===== config.mk =====
export PLATFORM = sky130hd
export DESIGN_NAME = pipelined_adder_flat
export DESIGN_NICKNAME = d
export VERILOG_FILES = /design/src/rtl/pipelined_adder_pkg.sv /design/src/rtl/pipelined_adder_if.sv /design/src/rtl/adder_chunk.sv /design/src/rtl/pipelined_adder.sv /design/src/flat_wrapper.sv
export SDC_FILE = /design/constraint.sdc
export NUM_CORES = 1
export LEC_CHECK = 0
export CAP_MARGIN = 20
export CELL_PAD_IN_SITES_DETAIL_PLACEMENT = 1
export CELL_PAD_IN_SITES_GLOBAL_PLACEMENT = 1
export CORE_MARGIN = 4
export CORE_UTILIZATION = 38
export DETAILED_ROUTE_END_ITERATION = 10
export PLACE_DENSITY = 0.85
export SLEW_MARGIN = 20
export SYNTH_ARGS = -nofsm -noshare
export SYNTH_HDL_FRONTEND = slang
export SYNTH_SLANG_ARGS = --single-unit

===== constraint.sdc =====
create_clock -name clk -period 1.5 [get_ports clk]
set_input_delay 0.3 -clock clk [delete_from_list [all_inputs] [get_ports clk]]
set_output_delay 0.3 -clock clk [all_outputs]
set_load 0.02 [all_outputs]

===== src/rtl/pipelined_adder_pkg.sv =====
// pipelined_adder_pkg
//   Shared constants and helpers for the pipelined ripple-carry adder.
//   DEFAULT_WIDTH / DEFAULT_STAGES : default operand width and pipeline depth
//   chunk_width()                  : bits resolved per pipeline stage
//   config_ok()                    : legality of a WIDTH/STAGES pair, used by
//                                    the top level to stop elaboration early
//   Optional feature macro: PIPELINED_ADDER_OVF_EN (signed-overflow flag).
package pipelined_adder_pkg;

    localparam int DEFAULT_WIDTH  = 16;
    localparam int DEFAULT_STAGES = 4;

    function automatic int chunk_width(input int width, input int stages);
        return width / stages;
    endfunction

    function automatic bit config_ok(input int width, input int stages);
        return (width >= 1) && (stages >= 1) && (stages <= width) &&
               ((width % stages) == 0);
    endfunction

endpackage


===== src/rtl/pipelined_adder_if.sv =====
// pipelined_adder_if
//   Valid/ready operand and result bundle for pipelined_adder.
//   in_valid/in_ready  : operand handshake (in1, in2, cin)
//   out_valid/out_ready: result handshake (sum, cout, ovf)
//   master : producer/consumer side (drives operands and out_ready)
//   slave  : adder side
//   ovf exists only when PIPELINED_ADDER_OVF_EN is defined.
interface pipelined_adder_if #(
    parameter int WIDTH = 16
);
    logic             in_valid;
    logic             in_ready;
    logic [WIDTH-1:0] in1;
    logic [WIDTH-1:0] in2;
    logic             cin;
    logic             out_valid;
    logic             out_ready;
    logic [WIDTH-1:0] sum;
    logic             cout;
`ifdef PIPELINED_ADDER_OVF_EN
    logic             ovf;
`endif

    modport master (
        output in_valid, in1, in2, cin, out_ready,
        input  in_ready, out_valid, sum, cout
`ifdef PIPELINED_ADDER_OVF_EN
        , ovf
`endif
    );

    modport slave (
        input  in_valid, in1, in2, cin, out_ready,
        output in_ready, out_valid, sum, cout
`ifdef PIPELINED_ADDER_OVF_EN
        , ovf
`endif
    );

endinterface


===== src/rtl/adder_chunk.sv =====
// adder_chunk
//   Combinational CHUNK-bit adder slice with carry-in and carry-out.
//   a_i, b_i : operand slices
//   ci_i     : carry into bit 0 of the slice
//   sum_o    : slice sum
//   co_o     : carry out of the slice MSB
module adder_chunk #(
    parameter int CHUNK = 4
) (
    input  logic [CHUNK-1:0] a_i,
    input  logic [CHUNK-1:0] b_i,
    input  logic             ci_i,
    output logic [CHUNK-1:0] sum_o,
    output logic             co_o
);

    assign {co_o, sum_o} = {1'b0, a_i} + {1'b0, b_i} + {{CHUNK{1'b0}}, ci_i};

endmodule


===== src/rtl/pipelined_adder.sv =====
// pipelined_adder
//   WIDTH-bit adder split into STAGES chunks, one chunk resolved per clock,
//   with valid/ready flow control and a single global advance/stall.
//   clk    : rising-edge clock
//   resetb : asynchronous active-low reset, clears valid, data and carry
//   bus    : pipelined_adder_if slave (operands in, registered result out)
//   Optional: PIPELINED_ADDER_OVF_EN adds a registered signed-overflow flag.
module pipelined_adder
    import pipelined_adder_pkg::*;
#(
    parameter int WIDTH  = DEFAULT_WIDTH,
    parameter int STAGES = DEFAULT_STAGES
) (
    input  logic             clk,
    input  logic             resetb,
    pipelined_adder_if.slave bus
);

    localparam int CHUNK = chunk_width(WIDTH, STAGES);

    if (!config_ok(WIDTH, STAGES)) begin : g_cfg_check
        $error("pipelined_adder: WIDTH must be a multiple of STAGES, 1 <= STAGES <= WIDTH");
    end

    // Stage k register: sum chunks 0..k, carry out of chunk k, and the
    // operands still to be added (chunks k+1..) skewed forward unchanged.
    logic             valid_q [STAGES];
    logic             valid_d [STAGES];
    logic [WIDTH-1:0] sum_q   [STAGES];
    logic [WIDTH-1:0] sum_d   [STAGES];
    logic [WIDTH-1:0] a_q     [STAGES];
    logic [WIDTH-1:0] a_d     [STAGES];
    logic [WIDTH-1:0] b_q     [STAGES];
    logic [WIDTH-1:0] b_d     [STAGES];
    logic             carry_q [STAGES];
    logic             carry_d [STAGES];

    logic [CHUNK-1:0] op_a      [STAGES];
    logic [CHUNK-1:0] op_b      [STAGES];
    logic             op_ci     [STAGES];
    logic [CHUNK-1:0] chunk_sum [STAGES];
    logic             chunk_co  [STAGES];

    logic adv;

    // One advance signal for the whole pipe: bubbles are never collapsed,
    // so a stall freezes every stage including its valid bit.
    assign adv          = !valid_q[STAGES-1] || bus.out_ready;
    assign bus.in_ready = adv;

    for (genvar k = 0; k < STAGES; k++) begin : g_stage
        if (k == 0) begin : g_first
            assign op_a[k]  = bus.in1[CHUNK-1:0];
            assign op_b[k]  = bus.in2[CHUNK-1:0];
            assign op_ci[k] = bus.cin;
        end else begin : g_next
            assign op_a[k]  = a_q[k-1][k*CHUNK +: CHUNK];
            assign op_b[k]  = b_q[k-1][k*CHUNK +: CHUNK];
            assign op_ci[k] = carry_q[k-1];
        end

        adder_chunk #(
            .CHUNK (CHUNK)
        ) u_chunk (
            .a_i   (op_a[k]),
            .b_i   (op_b[k]),
            .ci_i  (op_ci[k]),
            .sum_o (chunk_sum[k]),
            .co_o  (chunk_co[k])
        );
    end

    always_comb begin
        valid_d[0]            = bus.in_valid;
        a_d[0]                = bus.in1;
        b_d[0]                = bus.in2;
        sum_d[0]              = '0;
        sum_d[0][CHUNK-1:0]   = chunk_sum[0];
        carry_d[0]            = chunk_co[0];
        for (int unsigned k = 1; k < STAGES; k++) begin
            valid_d[k]                  = valid_q[k-1];
            a_d[k]                      = a_q[k-1];
            b_d[k]                      = b_q[k-1];
            sum_d[k]                    = sum_q[k-1];
            sum_d[k][k*CHUNK +: CHUNK]  = chunk_sum[k];
            carry_d[k]                  = chunk_co[k];
        end
    end

    always_ff @(posedge clk or negedge resetb) begin
        if (!resetb) begin
            for (int unsigned k = 0; k < STAGES; k++) begin
                valid_q[k] <= 1'b0;
                sum_q[k]   <= '0;
                a_q[k]     <= '0;
                b_q[k]     <= '0;
                carry_q[k] <= 1'b0;
            end
        end else if (adv) begin
            for (int unsigned k = 0; k < STAGES; k++) begin
                valid_q[k] <= valid_d[k];
                sum_q[k]   <= sum_d[k];
                a_q[k]     <= a_d[k];
                b_q[k]     <= b_d[k];
                carry_q[k] <= carry_d[k];
            end
        end
    end

    assign bus.out_valid = valid_q[STAGES-1];
    assign bus.sum       = sum_q[STAGES-1];
    assign bus.cout      = carry_q[STAGES-1];

`ifdef PIPELINED_ADDER_OVF_EN
    // The operand MSBs live in the top chunk, which is still in the skew
    // registers when the last stage resolves it, so no extra flops are needed.
    logic a_msb;
    logic b_msb;
    logic ovf_d;
    logic ovf_q;

    assign a_msb = op_a[STAGES-1][CHUNK-1];
    assign b_msb = op_b[STAGES-1][CHUNK-1];
    assign ovf_d = (a_msb == b_msb) && (chunk_sum[STAGES-1][CHUNK-1] != a_msb);

    always_ff @(posedge clk or negedge resetb) begin
        if (!resetb) begin
            ovf_q <= 1'b0;
        end else if (adv) begin
            ovf_q <= ovf_d;
        end
    end

    assign bus.ovf = ovf_q;
`endif

endmodule


===== src/flat_wrapper.sv =====
// flat-port wrapper written by rule: the top's interface ports become plain ports
module pipelined_adder_flat import pipelined_adder_pkg::*;
#(
    parameter int WIDTH  = DEFAULT_WIDTH,
    parameter int STAGES = DEFAULT_STAGES
)
  (clk, resetb, bus_in_valid, bus_in1, bus_in2, bus_cin, bus_out_ready, bus_in_ready, bus_out_valid, bus_sum, bus_cout);
  pipelined_adder_if #(.WIDTH(WIDTH)) bus_i ();
  input  logic clk;
  input  logic resetb;
  input wire logic [$bits(bus_i.in_valid)-1:0] bus_in_valid;
  input wire logic [$bits(bus_i.in1)-1:0] bus_in1;
  input wire logic [$bits(bus_i.in2)-1:0] bus_in2;
  input wire logic [$bits(bus_i.cin)-1:0] bus_cin;
  input wire logic [$bits(bus_i.out_ready)-1:0] bus_out_ready;
  output wire logic [$bits(bus_i.in_ready)-1:0] bus_in_ready;
  output wire logic [$bits(bus_i.out_valid)-1:0] bus_out_valid;
  output wire logic [$bits(bus_i.sum)-1:0] bus_sum;
  output wire logic [$bits(bus_i.cout)-1:0] bus_cout;
  assign bus_i.in_valid = bus_in_valid;
  assign bus_i.in1 = bus_in1;
  assign bus_i.in2 = bus_in2;
  assign bus_i.cin = bus_cin;
  assign bus_i.out_ready = bus_out_ready;
  assign bus_in_ready = bus_i.in_ready;
  assign bus_out_valid = bus_i.out_valid;
  assign bus_sum = bus_i.sum;
  assign bus_cout = bus_i.cout;
  pipelined_adder #(.WIDTH(WIDTH), .STAGES(STAGES)) u_core (.clk(clk), .resetb(resetb), .bus(bus_i));
endmodule

======== After elaboration in Yosys (flattened, before gate mapping) ========
Index checks and enable logic that the tools add are counted.
W data, S select, Z words.
word-level totals
  flip-flop bits (word level) ............. 144
  input port bits ......................... 37
  output and inout port bits .............. 19
  word-level logic and storage cells ...... 28
cells by class
  reductions and logical operators ........ 2
  add/sub/neg operators ................... 8
operator list
  kind                number
  $add A4 B4 Y5       4
  $add A5 B1 Y5       4
  $logic_not A1 Y1    1
  $logic_or A1 B1 Y1  1

======== Depth between registers and ports, before layout ========
Gate-level depths: netlist of the first run.
  depth in word-level cells ............... 2
  gate-level depth with buffers ........... 7
  gate-level depth less buffers ........... 6

======== Modules after synthesis ========
A second synthesis of the first run with hierarchy kept.
second synthesis, totals
  cell total of the unflattened synthesis .. 268
  area, all modules ....................... 4,259.1 µm²
modules (own cells, without submodules)
  module           area an instance (µm²)  cells each  instances  sequential area each (µm²)
  pipelined_adder  3,683.5                 204         1          2,402.3
  adder_chunk      143.9                   16          4          0.0

======== Worst setup path after synthesis of the first run ========
OpenSTA, ideal clock, no wires.
  kind .................................... in2reg
  start point ............................. in bus_cin
  end point ............................... reg u_core.carry_q[3] (netlist bit)
  data required time ...................... 1.369 ns
  stages .................................. 5
  arrival ................................. 1.512 ns
  slack ................................... -0.144 ns
  setup time .............................. 0.131 ns
  cells stage by stage .................... fa_1 fa_1 a21o_1 a21oi_1 a21oi_1
between the ends
  cells in the longest elaborated chain, start to end .. 1
ends and longest elaborated chain
  item                            line                    source
  start: declaration              flat_wrapper.sv:14      input wire logic [$bits(bus_i.cin)-1:0] bus_cin;
  $add A5 B1 Y5                   adder_chunk.sv:17       assign {co_o, sum_o} = {1'b0, a_i} + {1'b0, b_i} + {{CHUNK{1'b0}}, ci_i};
  end signal: indexed assignment  pipelined_adder.sv:105  carry_q[k] <= carry_d[k];
  end: declaration                pipelined_adder.sv:35   logic carry_q [STAGES];
No other way between the ends.
A chain may end at the register's enable or synchronous reset.

======== Worst setup path after layout of the first run ========
  start point ............................. reg u_core.a_q, in the netlist u_core.a_d[36]
  end point ............................... reg u_core.sum_q, in the netlist u_core.sum_d[22]
between the ends
  cells in the longest elaborated chain, start to end .. 2
ends and longest elaborated chain
  item                              line                    source
  start: declaration                pipelined_adder.sv:31   logic [WIDTH-1:0] a_q [STAGES];
  start signal: indexed assignment  pipelined_adder.sv:103  a_q[k] <= a_d[k];
  $add A4 B4 Y5                     adder_chunk.sv:17
  $add A5 B1 Y5                     adder_chunk.sv:17
  end signal: indexed assignment    pipelined_adder.sv:102  sum_q[k] <= sum_d[k];
  end: declaration                  pipelined_adder.sv:29   logic [WIDTH-1:0] sum_q [STAGES];
No other way between the ends.

==> run_results.csv, run 1 <==
group,metric,value,unit
status,status,"finished, violations left",
status,violations,"setup timing",
sta,fmaxAchievable,644.8,MHz
drt,num_vias,2997,
synthesis,syn-cell-area,4120,um2
layout,final_common_cell,"nand2_1",
power_and_ir_drop,power,9.974,mW
critical_path,worst_ep_arrival_time,1790,ps
sta,fin_skew,8.758,ps
drt,drt_iter0_drc,80,
drt,antenna_left,0,
critical_path,crit_fanout,2,
layout,drive_above_1_share,0.1159,
global_route,first_global_vias,3197,
layout,final_cells,645,
cts,path_clk_slew,100,ps
global_route,globalRouteTotalUtil,0.1459,
critical_path,critPathMaxStageDelay,420,ps
layout,num-fill-cells,1221,
synthesis,syn-instance-count,441,
power_and_ir_drop,ir_worst_vdd,0.0009671,V
critical_path,cp-start-kind,"register",
floorplanning,core,10460,um2
global_route,grt_max_degree,43,
layout,diodes,0,
placement,place_inst,626,
drt,wirelength,8680,um
drt,drcViolationCount,0,
layout,multi_input_area,1580,um2
synthesis,ys_ff_latch,96,
synthesis,synth.distinct_cells,20,
drt,drt_pass1_iterations,4,
worst_hold_path,hold_class,"in2async",
cts,cts_root_buf,"clkbuf_8",
critical_path,crit_top_cell,"fa_2",
layout,finalNetCount,561,
synthesis,avgSynthCellArea,9.343,um2
sta,setup_violations,5,
sta,fin_crit_sh,1.034,
critical_path,crit_chain,"fa_2 -> inv_2 -> fa_2 -> xor2_1 -> a21oi_1",
placement,place_ws,-530.9,ps
synthesis,synth_top_family_by_area,"simple AND/OR/NAND/NOR gates",
placement,dpl.hpwl,6166,um
floorplanning,initial_core_util,0.3938,
synthesis,muxShareOfSynthArea,0,
sta,whs,334.3,ps
placement,gp_congestion,0.7494,
critical_path,worstSetupPathType,"reg2reg",
global_route,grt_pass1_wl,15170,um
synthesis,synth_xor_area_frac,0.01488,
sta,drv_slew,0,
sta,hold_viol_final,0,
cts,cts_buffer_depth,2,
floorplanning,dieArea,12570,um2
power_and_ir_drop,power_density,1947,nW/um2
drt,via_per_inst,4.647,
critical_path,worstSetupEndpointType,"register",
floorplanning,row_count,37,
sta,setup_slack,-50.80,ps
layout,synthToLayoutAreaGrowth,24.35,%
floorplanning,die_y,112.1,um
critical_path,crit_slowest_cell,"dfrtp_1",
layout,layout_common_cells,"nand2_1, dfrtp_1, clkdlybuf4s50_1, dlygate4sd2_1",
sta,rsz0062_at_grt,"true",
placement,port_buffers,55,
synthesis,ys_warn_count,0,
synthesis,yosysSeqAreaShare,0.5831,
cts,htreeDepth,3,
sta,worst_pin_slew,236.0,ps
synthesis,synth_nets,498,
synthesis,synth_compound_area_frac,0.04555,
power_and_ir_drop,p_leak,2.621,nW
cts,insertion_delay,360,ps
global_route,antenna_found_initial,0,
layout,design_area,5124,um2
cts,cts.sinks,96,
synthesis,yosys.area_share.simple,0.2335,
floorplanning,die_x,112.1,um
sta,finalCriticalPeriod,1551,ps
floorplanning,boundaryPins,56,
critical_path,required,1740,ps
cts,cts_made_buffers,9,
placement,placement.cell_area,4898,um2
layout,area.sequential,2402,um2
job,drv_cap,0,
global_route,overflow,0,
sta,max_slew_margin,0.8427,
drt,avgRoutedWirePerCell,13.46,um
synthesis,synthAdderAreaFrac,0.07531,
cts,cts_tree,"done",
==> metrics by stage <==
stage,util,setup TNS [ps]
final,0.4897,-189.7
after global routing,0.4897,-765.8
after CTS,0.4880,-132.7
after detailed placement,0.4682,-5769
after global placement,0.4682,-3381
after floorplan,-,-12.65
==> power by group <==
part / internal, mW / switching (mW) / leakage (nW) / total (mW)
sequential: 3.71 / 0.652 / 1.16 / 4.36
combinational: 1.76 / 2.33 / 1.38 / 4.09
clock: 0.609 / 0.914 / 0.0789 / 1.52
total: 6.08 / 3.90 / 2.62 / 9.97
==> timing repair <==
item,in CTS,in global routing
endpoints found under the hold margin,12,0
buffers inserted,1,1
gates cloned,0,0
setup endpoints to repair,33,14
hold buffers,1,0
pin swaps,9,6
resized for setup,42,9
==> worst paths after layout <==
check                                               from                             to  slack [ps]  depth (start not counted)
setup / recovery              u_core.a_d[36]$_DFFE_PN0P_   u_core.sum_d[22]$_DFFE_PN0P_         -50                          5
hold / removal                                    resetb   u_core.sum_d[32]$_DFFE_PN0P_         330                          2
setup reg to reg              u_core.a_d[36]$_DFFE_PN0P_   u_core.sum_d[22]$_DFFE_PN0P_         -50                          5
hold reg to reg            u_core.bus.sum[5]$_DFFE_PN0P_  u_core.bus.sum[5]$_DFFE_PN0P_         470                          2
max in group asynchronous                         resetb     u_core.b_d[42]$_DFFE_PN0P_         670                          3
min in group clk                              bus_in1[0]   u_core.sum_d[32]$_DFFE_PN0P_         350                          4
==> worst max-delay path, delay by kind of cell (launching register included) <==
| family | cells | cell delay, ps |
|---|---|---|
| flip-flops | 1 | 420 |
| adder cells (fa/ha/maj) | 2 | 620 |
| AO/OA/AOI/OAI | 1 | 120 |
| buffers and inverters | 1 | 60 |
| XOR/XNOR | 1 | 210 |
==> cell type report <==
cell class | count | area share
clock buffer | 10 | 0.02491
clock inverter | 6 | 0.008791
inverter | 11 | 0.008547
multi-input combinational | 313 | 0.3084
sequential | 96 | 0.4689
tap | 136 | 0.03321
timing repair buffer | 73 | 0.1473
==> registers in the layout, summed over array words and instances (netlist names) <==
register and flops:
u_core.a_d 24, u_core.b_d 24, u_core.bus.cout 1, u_core.bus.out_valid 1
u_core.bus.sum 16, u_core.carry_q 3, u_core.sum_d 24, u_core.valid_d 3
==> cell usage after synthesis <==
library cell / number / share of area
buf_2: 7 / 0.0085
nor2b_1: 3 / 0.0046
nor2_1: 12 / 0.011
buf_4: 2 / 0.0036
nand2_1: 234 / 0.21
inv_2: 1 / 0.00091
clkbuf_1: 4 / 0.0036
nor2b_4: 1 / 0.0033
dfrtp_1: 96 / 0.58
o21ai_0: 15 / 0.018
fa_1: 8 / 0.039
a21o_1: 5 / 0.0091
ha_1: 12 / 0.036
a21oi_1: 14 / 0.017
xnor2_1: 1 / 0.0021
buf_6: 8 / 0.022
xor2_1: 6 / 0.013
nand2b_1: 1 / 0.0015
o21ai_1: 1 / 0.0012
inv_1: 10 / 0.0091
==> routing by layer <==
layer | global-route usage | wire, um | vias up
met5 | 0 | 0 | -
li1 | - | - | 1478
met2 | 0.2571 | 4564 | 43
met1 | 0.1861 | 3716 | 1468
met3 | 0.03181 | 328 | 8
met4 | 0.02885 | 71 | 0
==> kinds of logic (layout without fill, tap and decap cells) <==
| kind of cell | count (synthesis) | count (layout) |
|---|---|---|
| simple gates | 251 | 251 |
| flops | 96 | 96 |
| compound gates | 35 | 35 |
| buf+inv | 32 | 100 |
| fa+ha+maj | 20 | 20 |
| xor+xnor | 7 | 7 |
(Power assumes the default switching activity.)
==> run 2, diff against run 1 <==
--- a/config.mk
+++ b/config.mk
@@ -11,6 +11,7 @@
 export CORE_MARGIN = 4
 export CORE_UTILIZATION = 38
 export DETAILED_ROUTE_END_ITERATION = 10
+export MAX_ROUTING_LAYER = met4
 export PLACE_DENSITY = 0.85
 export SLEW_MARGIN = 20
 export SYNTH_ARGS = -nofsm -noshare
==> run 2 against run 1 <==
  * The flow still finishes with violations (setup timing)
  * Non-clock buffer count unchanged
  * Via count increased by 0.40%
  * Largest power group unchanged
  * Critical path type unchanged
  * Largest cell class unchanged
  * Sequential cell count unchanged
==> run_results.csv, run 2 (synthesis gave the netlist of run 1 again) <==
group,metric,value,unit
status,status,"finished, violations left",
status,violations,"setup timing",
sta,drv_slew,0,
sta,finalCriticalPeriod,1555,ps
floorplanning,die_x,112.1,um
critical_path,worstSetupPathType,"reg2reg",
sta,rsz0062_at_grt,"true",
layout,num-fill-cells,1220,
drt,avgRoutedWirePerCell,13.52,um
floorplanning,dieArea,12570,um2
drt,drt_pass1_iterations,4,
drt,wirelength,8718,um
sta,fin_crit_sh,1.037,
critical_path,required,1740,ps
layout,synthToLayoutAreaGrowth,24.48,%
placement,dpl.hpwl,6166,um
layout,drive_above_1_share,0.1139,
drt,antenna_left,0,
placement,place_inst,626,
critical_path,worst_ep_arrival_time,1790,ps
sta,setup_violations,5,
cts,htreeDepth,3,
worst_hold_path,hold_class,"in2async",
cts,cts_root_buf,"clkbuf_8",
cts,path_clk_slew,100,ps
job,drv_cap,0,
placement,port_buffers,55,
global_route,grt_pass1_wl,15170,um
layout,post-route-util,0.4902,
layout,final_common_cell,"nand2_1",
critical_path,cp-start-kind,"register",
sta,setup_slack,-55.48,ps
critical_path,worstSetupEndpointType,"register",
global_route,globalRouteTotalUtil,0.1502,
cts,cts_buffer_depth,2,
cts,cts.sinks,96,
layout,final_cells,645,
floorplanning,initial_core_util,0.3938,
floorplanning,boundaryPins,56,
layout,diodes,0,
cts,cts_made_buffers,9,
critical_path,crit_fanout,2,
sta,max_slew_margin,0.8440,
layout,area.sequential,2402,um2
layout,layout_common_cells,"nand2_1, dfrtp_1, clkdlybuf4s50_1, dlygate4sd2_1",
sta,fmaxAchievable,642.9,MHz
sta,hold_viol_final,0,
drt,num_vias,3009,
placement,gp_congestion,0.7590,
drt,drcViolationCount,0,
sta,worst_pin_slew,234.1,ps
floorplanning,row_count,37,
floorplanning,core,10460,um2
floorplanning,die_y,112.1,um
sta,fin_skew,8.078,ps
power_and_ir_drop,ir_worst_vdd,0.0009667,V
global_route,overflow,0,
layout,multi_input_area,1580,um2
global_route,grt_max_degree,43,
cts,insertion_delay,360,ps
global_route,first_global_vias,3206,
drt,via_per_inst,4.665,
power_and_ir_drop,power_density,1946,nW/um2
global_route,antenna_found_initial,0,
power_and_ir_drop,p_leak,2.622,nW
cts,cts_tree,"done",
layout,finalNetCount,561,
drt,drt_iter0_drc,88,
-- run 2: through the flow --
stage          TNS [ps]  worst slack [ps]  power (mW)  cell area, um2  hold slack [ps]
2_1_floorplan    -12.65            -12.65       6.855            4125            4.409
3_3_place_gp      -3381            -485.4       8.119            4898            167.0
3_5_place_dp      -5769            -530.9       8.426            4898            174.1
4_1_cts          -132.7            -54.19       10.02            5106            325.0
5_1_grt          -768.2            -97.75       10.87            5129            337.7
6_report         -185.5            -55.48       9.980            5129            335.0
-- run 2: worst max-delay path: stages, from the launching register on --
cell and delay, ps:
dfrtp_1 420, fa_2 400, inv_2 60, fa_2 220, xor2_1 210, a21oi_1 120
-- run 2: final timing paths --
check	to	slack (ps)	cells after the start	start
worst max register to register	u_core.sum_d[22]$_DFFE_PN0P_	-60	5	u_core.a_d[36]$_DFFE_PN0P_
worst min register to register	u_core.bus.sum[5]$_DFFE_PN0P_	470	2	u_core.bus.sum[5]$_DFFE_PN0P_
worst max-delay path	u_core.sum_d[22]$_DFFE_PN0P_	-60	5	u_core.a_d[36]$_DFFE_PN0P_
min in group clk	u_core.sum_d[32]$_DFFE_PN0P_	450	4	bus_in2[0]
max in group asynchronous	u_core.b_d[42]$_DFFE_PN0P_	660	3	resetb
worst min-delay path	u_core.sum_d[32]$_DFFE_PN0P_	340	2	resetb
-- run 2: what timing repair did --
item	4_1_cts	5_1_grt
gates cloned	0	0
resized for setup	42	8
hold buffers	1	0
pin swaps	9	6
hold endpoints to repair	12	0
setup buffers	1	1
endpoints found under the setup margin	33	14
-- run 2: cell type report --
| type | count | area share |
|---|---|---|
| multi-input cells | 313 | 0.3081 |
| clock buffers | 10 | 0.02488 |
| flip-flops and latches | 96 | 0.4684 |
| repair buffers | 73 | 0.1481 |
| clock inverters | 6 | 0.008783 |
| inverters | 11 | 0.008539 |
| well taps | 136 | 0.03318 |
-- run 2: where the power goes --
group / internal [mW] / switching, mW
Sequential: 3.71 / 0.655
Combinational: 1.76 / 2.33
Clock: 0.609 / 0.916
-- run 2: layer usage --
layer,GRT usage,part of all wire,vias up,wire [um]
met4,0.02885,0.0081,0,71
met2,0.2574,0.52,50,4567
li1,-,-,1478,-
met5,-,0,-,0
met1,0.1854,0.43,1473,3730
met3,0.03181,0.040,8,349
==> patch: new RTL, settings of run 1 <==
Change the package constant `DEFAULT_WIDTH` from 16 to 32.
--- a/src/rtl/pipelined_adder_pkg.sv
+++ b/src/rtl/pipelined_adder_pkg.sv
@@ -9,3 +9,3 @@
 
-    localparam int DEFAULT_WIDTH  = 16;
+    localparam int DEFAULT_WIDTH  = 32;
     localparam int DEFAULT_STAGES = 4;
Interface: changed (resized bus_in1, bus_in2 and bus_sum); port bits go from 56 to 104. No check against the original RTL was run, so the function may have changed too.
==> patch against run 1 <==
The run still ends with negative setup slack left; cell area is 110% higher; area after synthesis rose by 95%; synthesized cell count grew 100%; power increased to 2.5 times the old value; count of clock-buffer cells in the layout rose by 9; die area is 87% higher; worst setup slack worse by 0.67 ns; routed wire length rose to 3.1 times the old value; via count increased by 130%; non-clock buffer count grew 115; sequential cell count is 88 higher; critical path depth grew 2; critical path type unchanged; highest routed layer unchanged.
==> patch: results (changes against run 1) <==
Status
  • Outcome: complete, but fails checks
  • Violated checks: negative setup slack

Clock network
  • Clk_lat worst skew: 0.44 ns (+0.08 ns)
  • CTS root buffer: clkbuf_16
  • Htree depth: 4 (+1)
  • CTS buffer count: 17 (+8)
  • Clock Pin Slew Worst Setup and Hold Paths: 0.07 ns (-0.03 ns)

Global route
  • First-pass GRT wire length: 39800 um (+160%)
  • GRT Util Overall: 21.1% (+6.5 points)
  • Vias in the first global route: 7473 (+130%)
  • Largest net degree at the start of global routing: 42 (-2.3%)

Worst setup path
  • Critical path's slowest cell: fa_2
  • Worst Reg-to-Reg Cells: 7 (+2)
  • CP startpoint: u_core.carry_q[2]

Logic synthesis
  • Seq/Total Area, Yosys: 57.4% (-0.90 points)
  • Synth top cells by count: nand2_1 (489), dfrtp_1 (184), o21ai_0 (39)
  • Largest cells by area after synthesis: dfrtp_1 (57%), nand2_1 (23%), ha_1 (4.4%), o21ai_0 (2.4%), fa_1 (2.0%)
  • Library cells used by synthesis: 29 (+45%)
  • Syn nets: 1003 (+100%)

Timing
  • Rel. slew slack: 68.2% (-16 points)
  • Worst clock skew: 0.00990 ns (+0.00114 ns)
  • Hold WS: 0.275 ns (-0.0597 ns)
  • Total negative slack: -10.54 ns (-10.35 ns)
  • Setup violations, final: 30 (+25)
  • Setup ws final: -0.720 ns (-0.669 ns)

Drt
  • DR pass1 iterations: 5 (+1)
  • Initial drt markers: 422 (+430%)
  • Routed WL: 27100 um (+210%)
  • Vias after detailed routing: 6960 (+130%)

Worst hold path
  • HP Class: input pin to register

Place
  • Input/output buffers: 103 (+87%)
  • Dpl hpwl: 15100 um (+140%)
  • Placer congestion estimate: 0.754 (+0.64%)
  • Pre-CTS worst setup slack: -1.02 ns (-0.493 ns)
  • Cell Area, Placed: 9860 sq um (+100%)

Final layout
  • Fin nets: 1170 (+110%)
  • Share of layout cells above drive strength 1: 17.6% (+6.0 points)

Power and ir drop
  • Static Leak: 5.57 nW (+110%)
  • Max IR drop VDD: 1.08 mV (+12%)
-- patch: changes by cell type in the layout (fill, tap and decap cells not counted), moves of 15 or more --
cell / run 1 / this run
buf_4: 11 / 61
clkbuf_16: 0 / 17
dfrtp_1: 96 / 184
buf_6: 0 / 18
clkdlybuf4s50_1: 32 / 56
nand2_1: 234 / 486
dlygate4sd2_1: 19 / 34
-- patch: path summary, 6_finish.rpt --
kind,end
worst min register to register,u_core.bus.sum[7]
max in group asynchronous,u_core.bus.cout
worst max register to register,u_core.sum_d[22]
worst min-delay path,u_core.sum_d[64]
worst max-delay path,u_core.sum_d[22]
min in group asynchronous,u_core.valid_d[1]
-- patch: through the flow --
step | util, % | cells
after global routing | 53.6 | 1348
after floorplan | - | 898
after CTS | 52.1 | 1340
after detailed placement | 48.1 | 1297
final | 53.6 | 1348
after global placement | 48.1 | 1297
-- patch: logic make-up after synthesis --
group | Yosys count | share of synthesized area (%)
flip-flops | 184 | 57.4
XOR/XNOR | 15 | 1.64
adder cells (fa/ha/maj) | 36 | 6.36
AND/OR/NAND/NOR | 527 | 25.4
buffers and inverters | 48 | 2.59
AO/OA/AOI/OAI | 88 | 6.61
-- patch: worst register-to-register path: stages, from the launching register on --
cell	delay (ns)
dfrtp_1	0.42
fa_2	0.43
fa_2	0.39
a21oi_4	0.17
o211ai_1	0.15
a21oi_2	0.22
xor2_1	0.24
o21ai_1	0.09
-- patch: routing by layer --
metal | vias to the layer above | track usage [%] | wire (um)
li1 | 3179 | - | -
met1 | 3498 | 26.3 | 11200
met2 | 206 | 36.2 | 13900
met3 | 77 | 3.65 | 931
met4 | 0 | 9.12 | 1110
met5 | - | 0 | 0
-- patch: report_power, final --
part | switching [W] | leakage (nW) | internal, W | total, W
Sequential | 0.00150 | 2.23 | 0.00712 | 0.00862
Combinational | 0.00689 | 3.04 | 0.00494 | 0.0118
Clock | 0.00208 | 0.302 | 0.00273 | 0.00481
-- patch: timing repair --
action / in CTS / in global routing
setup buffers: 11 / 12
resized for setup: 116 / 61
hold buffers: 1 / 0
endpoints found under the hold margin: 35 / 0
pin swaps: 48 / 40
endpoints found under the setup margin: 66 / 104
-- patch: layout make-up --
| cell class | instances | area [sq um] |
|---|---|---|
| inverter | 8 | 32.5 |
| timing repair buffer | 188 | 1800 |
| fill | 2301 | 9520 |
| tap | 270 | 338 |
| clock buffer | 19 | 453 |
| multi-input combinational | 666 | 3580 |
| clock inverter | 13 | 166 |
| sequential | 184 | 4600 |
